===== config.mk =====
export PLATFORM = sky130hd
export DESIGN_NAME = ca_rx_align_buf
export DESIGN_NICKNAME = d
export VERILOG_FILES = /design/src/rtl/ca_rx_align_pkg.sv /design/src/rtl/ca_rx_align_ch_fifo.sv /design/src/rtl/ca_rx_align_buf.sv
export SDC_FILE = /design/constraint.sdc
export NUM_CORES = 2
export LEC_CHECK = 0
export BUFFER_PORTS_ARGS = -buffer_cell sky130_fd_sc_hd__buf_2
export CELL_PAD_IN_SITES_DETAIL_PLACEMENT = 0
export CELL_PAD_IN_SITES_GLOBAL_PLACEMENT = 1
export CORE_MARGIN = 4
export CORE_UTILIZATION = 35
export DETAILED_ROUTE_END_ITERATION = 10
export HOLD_SLACK_MARGIN = 0.02
export PLACE_DENSITY = 0.64
export SYNTH_ARGS = -nofsm -noshare
export SYNTH_HDL_FRONTEND = slang
export SYNTH_SLANG_ARGS = --single-unit

===== constraint.sdc =====
create_clock -name com_clk -period 21.7 [get_ports com_clk]
set_input_delay 2.17 -clock com_clk [delete_from_list [all_inputs] [get_ports com_clk]]
set_output_delay 2.17 -clock com_clk [all_outputs]
set_load 0.02 [all_outputs]

===== src/rtl/ca_rx_align_pkg.sv =====
// ca_rx_align_pkg: FSM state type and marker-check helpers shared by the aligner
package ca_rx_align_pkg;
  localparam int MAX_CH = 24;
  typedef enum logic [1:0] {IDLE, WAIT_MARK, ALIGNED, ERROR} align_state_t;
  // every active channel presents a marked head; inactive lanes are don't-care
  function automatic logic all_marked(input logic [MAX_CH-1:0] marks, input logic [MAX_CH-1:0] act);
    return &(marks | ~act);
  endfunction
  // the active channels disagree on the marker bit
  function automatic logic mixed_marks(input logic [MAX_CH-1:0] marks, input logic [MAX_CH-1:0] act);
    return (|(marks & act)) && (|(~marks & act));
  endfunction
endpackage


===== src/rtl/ca_rx_align_ch_fifo.sv =====
// ca_rx_align_ch_fifo: single-channel circular buffer with occupancy count
module ca_rx_align_ch_fifo #(
  parameter int W = 81,
  parameter int AD_WIDTH = 4
) (
  input  logic com_clk,
  input  logic rst_com,
  input  logic push,
  input  logic pop,
  input  logic flush,
  input  logic [W-1:0] wdata,
  output logic [W-1:0] rdata,
  output logic [AD_WIDTH:0] numfilled
);
  localparam int DEPTH = 1 << AD_WIDTH;
  localparam int NW = AD_WIDTH + 1;
  logic [W-1:0] r_mem [DEPTH];
  logic [AD_WIDTH-1:0] r_wr_ptr, r_rd_ptr;
  logic [AD_WIDTH:0] r_numfilled;
  // storage carries no reset; its contents are qualified by the count
  always_ff @(posedge com_clk) if (push) r_mem[r_wr_ptr] <= wdata;
  // pointers wrap naturally at DEPTH; flush empties the buffer in one cycle
  always_ff @(posedge com_clk or posedge rst_com) begin
    if (rst_com) begin
      r_wr_ptr <= '0;
      r_rd_ptr <= '0;
      r_numfilled <= '0;
    end else if (flush) begin
      r_wr_ptr <= '0;
      r_rd_ptr <= '0;
      r_numfilled <= '0;
    end else begin
      r_wr_ptr <= r_wr_ptr + AD_WIDTH'(push);
      r_rd_ptr <= r_rd_ptr + AD_WIDTH'(pop);
      r_numfilled <= r_numfilled + NW'(push) - NW'(pop);
    end
  end
  assign rdata = r_mem[r_rd_ptr];
  assign numfilled = r_numfilled;
endmodule


===== src/rtl/ca_rx_align_buf.sv =====
// ca_rx_align_buf: per-channel receive FIFOs deskewed on a common alignment marker
module ca_rx_align_buf
  import ca_rx_align_pkg::*;
#(
  parameter int NUM_CH = 2,
  parameter int BITS_PER_CHANNEL = 80,
  parameter int AD_WIDTH = 4
) (
  input  logic com_clk,
  input  logic rst_com,
  input  logic align_en,
  input  logic [NUM_CH-1:0] fifo_push,
  input  logic [NUM_CH*BITS_PER_CHANNEL-1:0] rx_din,
  input  logic [NUM_CH-1:0] rx_mark,
  output logic [NUM_CH*BITS_PER_CHANNEL-1:0] rx_dout,
  output logic rx_dout_vld,
  output logic align_done,
  output logic align_err,
  input  logic [AD_WIDTH:0] fifo_full_val,
  input  logic [AD_WIDTH:0] fifo_pfull_val,
  input  logic [AD_WIDTH:0] fifo_pempty_val,
  output logic [NUM_CH-1:0] fifo_full,
  output logic [NUM_CH-1:0] fifo_pfull,
  output logic [NUM_CH-1:0] fifo_empty,
  output logic [NUM_CH-1:0] fifo_pempty,
  output logic [NUM_CH-1:0] overflow_sticky
);
  localparam int BPC = BITS_PER_CHANNEL;
  localparam int NW = AD_WIDTH + 1;
  localparam logic [AD_WIDTH:0] DEPTH_V = NW'(1 << AD_WIDTH);
  align_state_t r_state, w_state_nxt;
  logic [NUM_CH-1:0] w_head_mark, w_nonempty, w_at_depth, w_pop, w_wr, w_drop;
  logic [NUM_CH*BPC-1:0] w_head_data;
  logic [MAX_CH-1:0] w_act, w_live_marks, w_head_marks;
  logic w_flush, w_push_en, w_pop_all;
  logic [NUM_CH*BPC-1:0] r_dout;
  logic r_vld, r_done, r_err;
  logic [NUM_CH-1:0] r_ovf;
  assign w_act = MAX_CH'({NUM_CH{1'b1}});
  assign w_head_marks = MAX_CH'(w_head_mark);
  assign w_live_marks = MAX_CH'(w_head_mark & w_nonempty);
  for (genvar c = 0; c < NUM_CH; c++) begin : g_ch
    logic [BPC:0] w_rdata;
    logic [AD_WIDTH:0] w_nf;
    ca_rx_align_ch_fifo #(.W(BPC + 1), .AD_WIDTH(AD_WIDTH)) u_fifo (
      .com_clk(com_clk),
      .rst_com(rst_com),
      .push(w_wr[c]),
      .pop(w_pop[c]),
      .flush(w_flush),
      .wdata({rx_mark[c], rx_din[c*BPC +: BPC]}),
      .rdata(w_rdata),
      .numfilled(w_nf)
    );
    assign w_head_mark[c] = w_rdata[BPC];
    assign w_head_data[c*BPC +: BPC] = w_rdata[BPC-1:0];
    assign w_nonempty[c] = w_nf != '0;
    assign w_at_depth[c] = w_nf == DEPTH_V;
    assign w_wr[c] = w_push_en && fifo_push[c] && (w_nf != DEPTH_V || w_pop[c]);
    assign w_drop[c] = w_push_en && fifo_push[c] && !w_wr[c];
    assign fifo_full[c] = w_nf >= fifo_full_val;
    assign fifo_pfull[c] = w_nf >= fifo_pfull_val;
    assign fifo_empty[c] = w_nf == '0;
    assign fifo_pempty[c] = w_nf <= fifo_pempty_val;
  end
  // state register
  always_ff @(posedge com_clk or posedge rst_com) begin
    if (rst_com) r_state <= IDLE;
    else r_state <= w_state_nxt;
  end
  // next state: disable wins, hunt until every head is marked, lock until marks disagree
  always_comb begin
    w_state_nxt = !align_en ? IDLE :
                  r_state == IDLE ? WAIT_MARK :
                  r_state == WAIT_MARK ? (all_marked(w_live_marks, w_act) ? ALIGNED :
                                          (|w_at_depth) ? ERROR : WAIT_MARK) :
                  r_state == ALIGNED ? ((w_pop_all && mixed_marks(w_head_marks, w_act)) ? ERROR : ALIGNED) :
                  ERROR;
  end
  // FIFO control: flush when leaving for IDLE, drop unmarked heads while hunting, pop groups when locked
  always_comb begin
    w_flush = r_state != IDLE && !align_en;
    w_push_en = r_state != IDLE && align_en;
    w_pop_all = r_state == ALIGNED && align_en && (&w_nonempty);
    w_pop = w_pop_all ? {NUM_CH{1'b1}} :
            (r_state == WAIT_MARK && align_en) ? (w_nonempty & ~w_head_mark) : '0;
  end
  // registered outputs; status flags track the state being entered
  always_ff @(posedge com_clk or posedge rst_com) begin
    if (rst_com) begin
      r_dout <= '0;
      r_vld <= 1'b0;
      r_done <= 1'b0;
      r_err <= 1'b0;
      r_ovf <= '0;
    end else begin
      r_vld <= w_pop_all;
      if (w_pop_all) r_dout <= w_head_data;
      r_done <= w_state_nxt == ALIGNED;
      r_err <= w_state_nxt == ERROR;
      r_ovf <= w_flush ? '0 : (r_ovf | w_drop);
    end
  end
  assign rx_dout = r_dout;
  assign rx_dout_vld = r_vld;
  assign align_done = r_done;
  assign align_err = r_err;
  assign overflow_sticky = r_ovf;
endmodule


==> impl_table.tex <==
\begin{tabular}{lr}
\hline
Metric & Value \\
\hline
\multicolumn{2}{l}{\textbf{Power and ir drop}} \\
Final total power & around 14 mW \\
Power per cell area & 112 nW/um2 \\
Cell leakage power & 38.8 nW \\
Maximum ir drop on the vdd rail & 0.0904 mV \\
\multicolumn{2}{l}{\textbf{Worst setup path}} \\
Startpoint class of the critical path & flop \\
Library cell contributing the largest single delay on the critical path & dfrtp\_4 \\
Chain of cells forming the critical path & buf\_4 > buf\_12 > mux4\_2 > mux2i\_1 > mux2i\_1 > o31ai\_4 > o211ai\_4 > nor3\_2 > buf\_4 > buf\_4 \\
Biggest cell delay along the critical path & 0.86 ns \\
Nature of the critical path endpoint & flop \\
Critical path fanouts, max & 104 \\
Source of the worst register-to-register timing path & g\_ch[0].u\_fifo.r\_rd\_ptr[0]\$\_DFF\_PP0\_ \\
Crit path top cell by count & buf\_4 \\
R2r endpoint & g\_ch[0].u\_fifo.r\_mem[6][21]\$\_DFFE\_PP\_ \\
Class of the most critical setup path & flop to flop \\
R2r setup slk & 14.98 ns \\
FF-to-FF path depth & 10 \\
WP data required & 22.15 ns \\
Signal arrival time at the worst endpoint & just over 7 ns \\
\multicolumn{2}{l}{\textbf{Yosys}} \\
Mux contribution to synthesized area & 17.6\% \\
Ys async rst share & 6.93\% \\
Dominant cell type by area after synthesis & edfxtp\_1 \\
Number of warnings reported in the yosys synthesis log & 0 \\
Nets in the synthesized netlist & 4907 \\
Largest cells by area after synthesis & edfxtp\_1 (73\%), mux4\_2 (14\%), dfrtp\_1 (4.5\%) \\
Main combinational cell family by area after synthesis & multiplexers \\
Cell with the most instances after synthesis & edfxtp\_1 \\
Post-synthesis register bit count & 2785 \\
Portion of synthesized cell area occupied by the leading cell type & 73.3\% \\
Number of library cell types mapped by synthesis & 45 \\
Synthesized instance count & 4673 \\
Xor and xnor fraction of the mapped netlist area & 0.115\% \\
Area of the mapped netlist & 106000 um2 \\
Number of synthesized flops with an enable pin & 2592 \\
Ranking of synthesized cells by instance count & edfxtp\_1 (2592), mux4\_2 (650), mux2i\_1 (243), dfrtp\_1 (193), mux2\_2 (142) \\
Compound-cell area share of the yosys netlist & 1.39\% \\
Proportion of synthesized chip area in sequential cells & 77.8\% \\
Mapped Avg Cell Area & 22.7 um2 \\
Post-synthesis share of cell area spent on and, or, nand and nor gates & 1.38\% \\
Adder and majority gate portion of the synthesized area & 0.626\% \\
Primary flip-flop cell chosen by synthesis mapping & edfxtp\_1 \\
\multicolumn{2}{l}{\textbf{Timing}} \\
Setup ws final & roughly 15 ns \\
Fin. max-slew vios & 0 \\
Worst Skew & $\sim$0.063 ns \\
Maximum achievable frequency & 0.149 GHz \\
Count of final hold-check violations & 0 \\
Final cycle utilization of the critical path & 31.0\% \\
Transition at the pin with the smallest max-transition slack & 1.11 ns \\
Min Clock Period, post-route & approximately 6.7 ns \\
Sum of negative setup slack & 0 ns \\
Worst slew margin relative to its limit & 26.3\% \\
Unrepaired setup endpoints after global routing & no \\
Number of failing setup endpoints in the final timing report & 0 \\
\multicolumn{2}{l}{\textbf{Cells and area}} \\
Post-layout net count & between 5000 and 6000 \\
Synthesis-to-layout area growth & 16.0\% \\
Share of layout cells above drive strength 1 & 32.3\% \\
Sequential cell area & 82700 um2 \\
Multi-input combinational cell area & 22600 um2 \\
Fill cells & 26400 \\
\multicolumn{2}{l}{\textbf{Drt}} \\
Remaining DRCs & 0 \\
Number of search-and-repair iterations in the first detailed-routing pass & 5 \\
Wire length per cell & 27.1 um \\
Total number of vias & 49500 \\
Final WL & between 200000 and 300000 um \\
Drt initial violations & approximately 4600 \\
Detail Route Antenna Nets & 0 \\
Routed via count divided by cell count & 5.24 \\
\multicolumn{2}{l}{\textbf{Die}} \\
Starting density of the core & 35.1\% \\
Placeable core area & 303000 um2 \\
I/O pin cnt & 355 \\
Height of the die & 559 um \\
Die area & 312000 um2 \\
Chip Width & 559 um \\
Standard-cell row count & 202 \\
\multicolumn{2}{l}{\textbf{Global route}} \\
GRT Total Usage & 16.1\% \\
Wire length of the first global-routing pass & 372000 um \\
Met2 track demand over resource & 27.0\% \\
Met1 layer usage reported by global route & 21.7\% \\
Maximum number of pins on one net before global-route repair & 138 \\
Antenna violations before repair & between 70 and 80 \\
Via count of the first global-routing pass & 51500 \\
Total congestion overflow & 0 \\
Global-route met3 utilization & 3.25\% \\
Layer carrying the most global-route usage & met2 \\
\multicolumn{2}{l}{\textbf{CTS}} \\
Number of clock buffers inserted by TritonCTS & 302 \\
Clock sink total & about 2800 \\
Number of buffers on the longest clock path & 4 \\
Number of buffers added for setup after CTS & 0 \\
Insertion delay of the later-clocked pin in the worst-skew pair & 0.88 ns \\
Depth of the CTS H-tree & 5 \\
Root Driver & clkbuf\_16 \\
Clk pin slew, worst setup/hold paths & 0.06 ns \\
Clock tree from TritonCTS & done \\
Total of cells resized after clock tree synthesis & 0 \\
Post-CTS Hold Buffers & 0 \\
\multicolumn{2}{l}{\textbf{Place}} \\
Worst setup slack before clock tree synthesis & 14.70 ns \\
Routability-driven placement congestion ratio & approximately 0.73 \\
Buffers on Ports & 354 \\
HPWL after detailed placement & 141000 um \\
\multicolumn{2}{l}{\textbf{Job}} \\
Number of max-capacitance violations reported & 0 \\
\multicolumn{2}{l}{\textbf{Min path}} \\
Worst Hold Path EP & rx\_dout[14]\$\_DFFE\_PP0P\_ \\
Number of cells on the worst hold path & 2 \\
Startpoint of the tightest hold check path & rx\_dout[14]\$\_DFFE\_PP0P\_ \\
Hold Path Class & flop to flop \\
\multicolumn{2}{l}{\textbf{Run status}} \\
Outcome & finished clean \\
\hline
\end{tabular}
[placed cells by master, fill, tap and decap left out, types with 20 or more instances in the layout]
cell type	Yosys	final
buf_4	4	102
diode_2	0	27
mux2i_1	243	243
bufinv_16	0	29
a211oi_1	61	61
nor3_1	81	61
nor2_1	83	82
buf_2	102	354
nor2b_1	27	27
nand2b_1	22	20
ha_1	50	50
clkbuf_1	100	66
edfxtp_1	2592	2592
mux2_2	142	142
mux4_2	650	650
nand2_1	46	45
o21ai_0	27	27
clkbuf_8	0	26
clkbuf_16	0	305
inv_1	28	27
clkinv_1	0	39
nor3_2	1	20
o22ai_1	81	81
dfrtp_1	193	185
clkinv_2	0	50
[worst max-delay path by stage]
stage	depth (start not counted)	to	slack [ns]	startpoint
finish	10	g_ch[0].u_fifo.r_mem[6][21]$_DFFE_PP_	14.98	g_ch[0].u_fifo.r_rd_ptr[0]$_DFF_PP0_
global route	10	g_ch[0].u_fifo.r_mem[6][21]$_DFFE_PP_	14.40	g_ch[0].u_fifo.r_rd_ptr[0]$_DFF_PP0_
CTS	10	g_ch[0].u_fifo.r_mem[6][22]$_DFFE_PP_	14.65	g_ch[0].u_fifo.r_rd_ptr[0]$_DFF_PP0_
detailed placement	10	g_ch[0].u_fifo.r_mem[6][50]$_DFFE_PP_	14.70	g_ch[0].u_fifo.r_rd_ptr[0]$_DFF_PP0_
global placement	10	g_ch[0].u_fifo.r_mem[6][80]$_DFFE_PP_	14.76	g_ch[0].u_fifo.r_rd_ptr[0]$_DFF_PP0_
floorplan	5	g_ch[0].u_fifo.r_mem[1][0]$_DFFE_PP_	10.02	align_en
[power breakdown]
part | leakage [nW] | internal, mW | total (mW) | switching, mW
combinational | 8.18 | 1.08 | 2.32 | 1.24
clock | 4.93 | 3.05 | 5.16 | 2.11
sequential | 25.7 | 6.12 | 6.35 | 0.224
[flip-flops by register name, indices dropped and copies added, names as in the netlist]
register               cells
overflow_sticky            2
g_ch.u_fifo.r_mem       2592
g_ch.u_fifo.r_wr_ptr       8
rx_dout_vld                1
align_done                 1
g_ch.u_fifo.r_rd_ptr       8
g_ch.u_fifo.numfilled     10
align_err                  1
r_state                    2
rx_dout                  160
[cell type report]
cell class                      instances  area share [%]
Inverter                               30          0.0985
Timing Repair Buffer                  462            2.16
Clock buffer                          397            6.69
Clock inverter                        156            1.50
Antenna cell                           27          0.0548
Tap cell                             3978            4.04
Sequential cell                      2785            67.1
Multi-Input combinational cell       1616            18.4
[through the flow]
stage	area, um2	utilization [%]	hold slack, ns	cells
after floorplan	106000	-	0.551	4673
after global placement	113000	37.4	0.457	8871
after detailed placement	113000	37.4	0.465	8871
after CTS	123000	40.7	0.478	9424
after global routing	123000	40.7	0.488	9426
final	123000	40.7	0.474	9451
[routing by layer]
| metal | routed length [um] | vias up |
|---|---|---|
| met5 | 170 | - |
| met4 | 5820 | 28 |
| met3 | 16400 | 405 |
| met2 | 127000 | 1512 |
| met1 | 107000 | 26800 |
| li1 | - | 20800 |
[cell families after synthesis]
logic type | after synthesis
buf+inv | 272
compound gates | 215
fa+ha+maj | 52
flops | 2785
simple gates | 300
xor+xnor | 14
mux | 1035
[worst max-delay path, delay by kind of cell (launching register included)]
kind,cells,cell delay [ns]
compound gates,2,0.67
simple gates,1,0.86
buf+inv,4,2.81
flops,1,0.86
mux,3,0.97
Note: power is estimated with default switching activity, not from simulation.
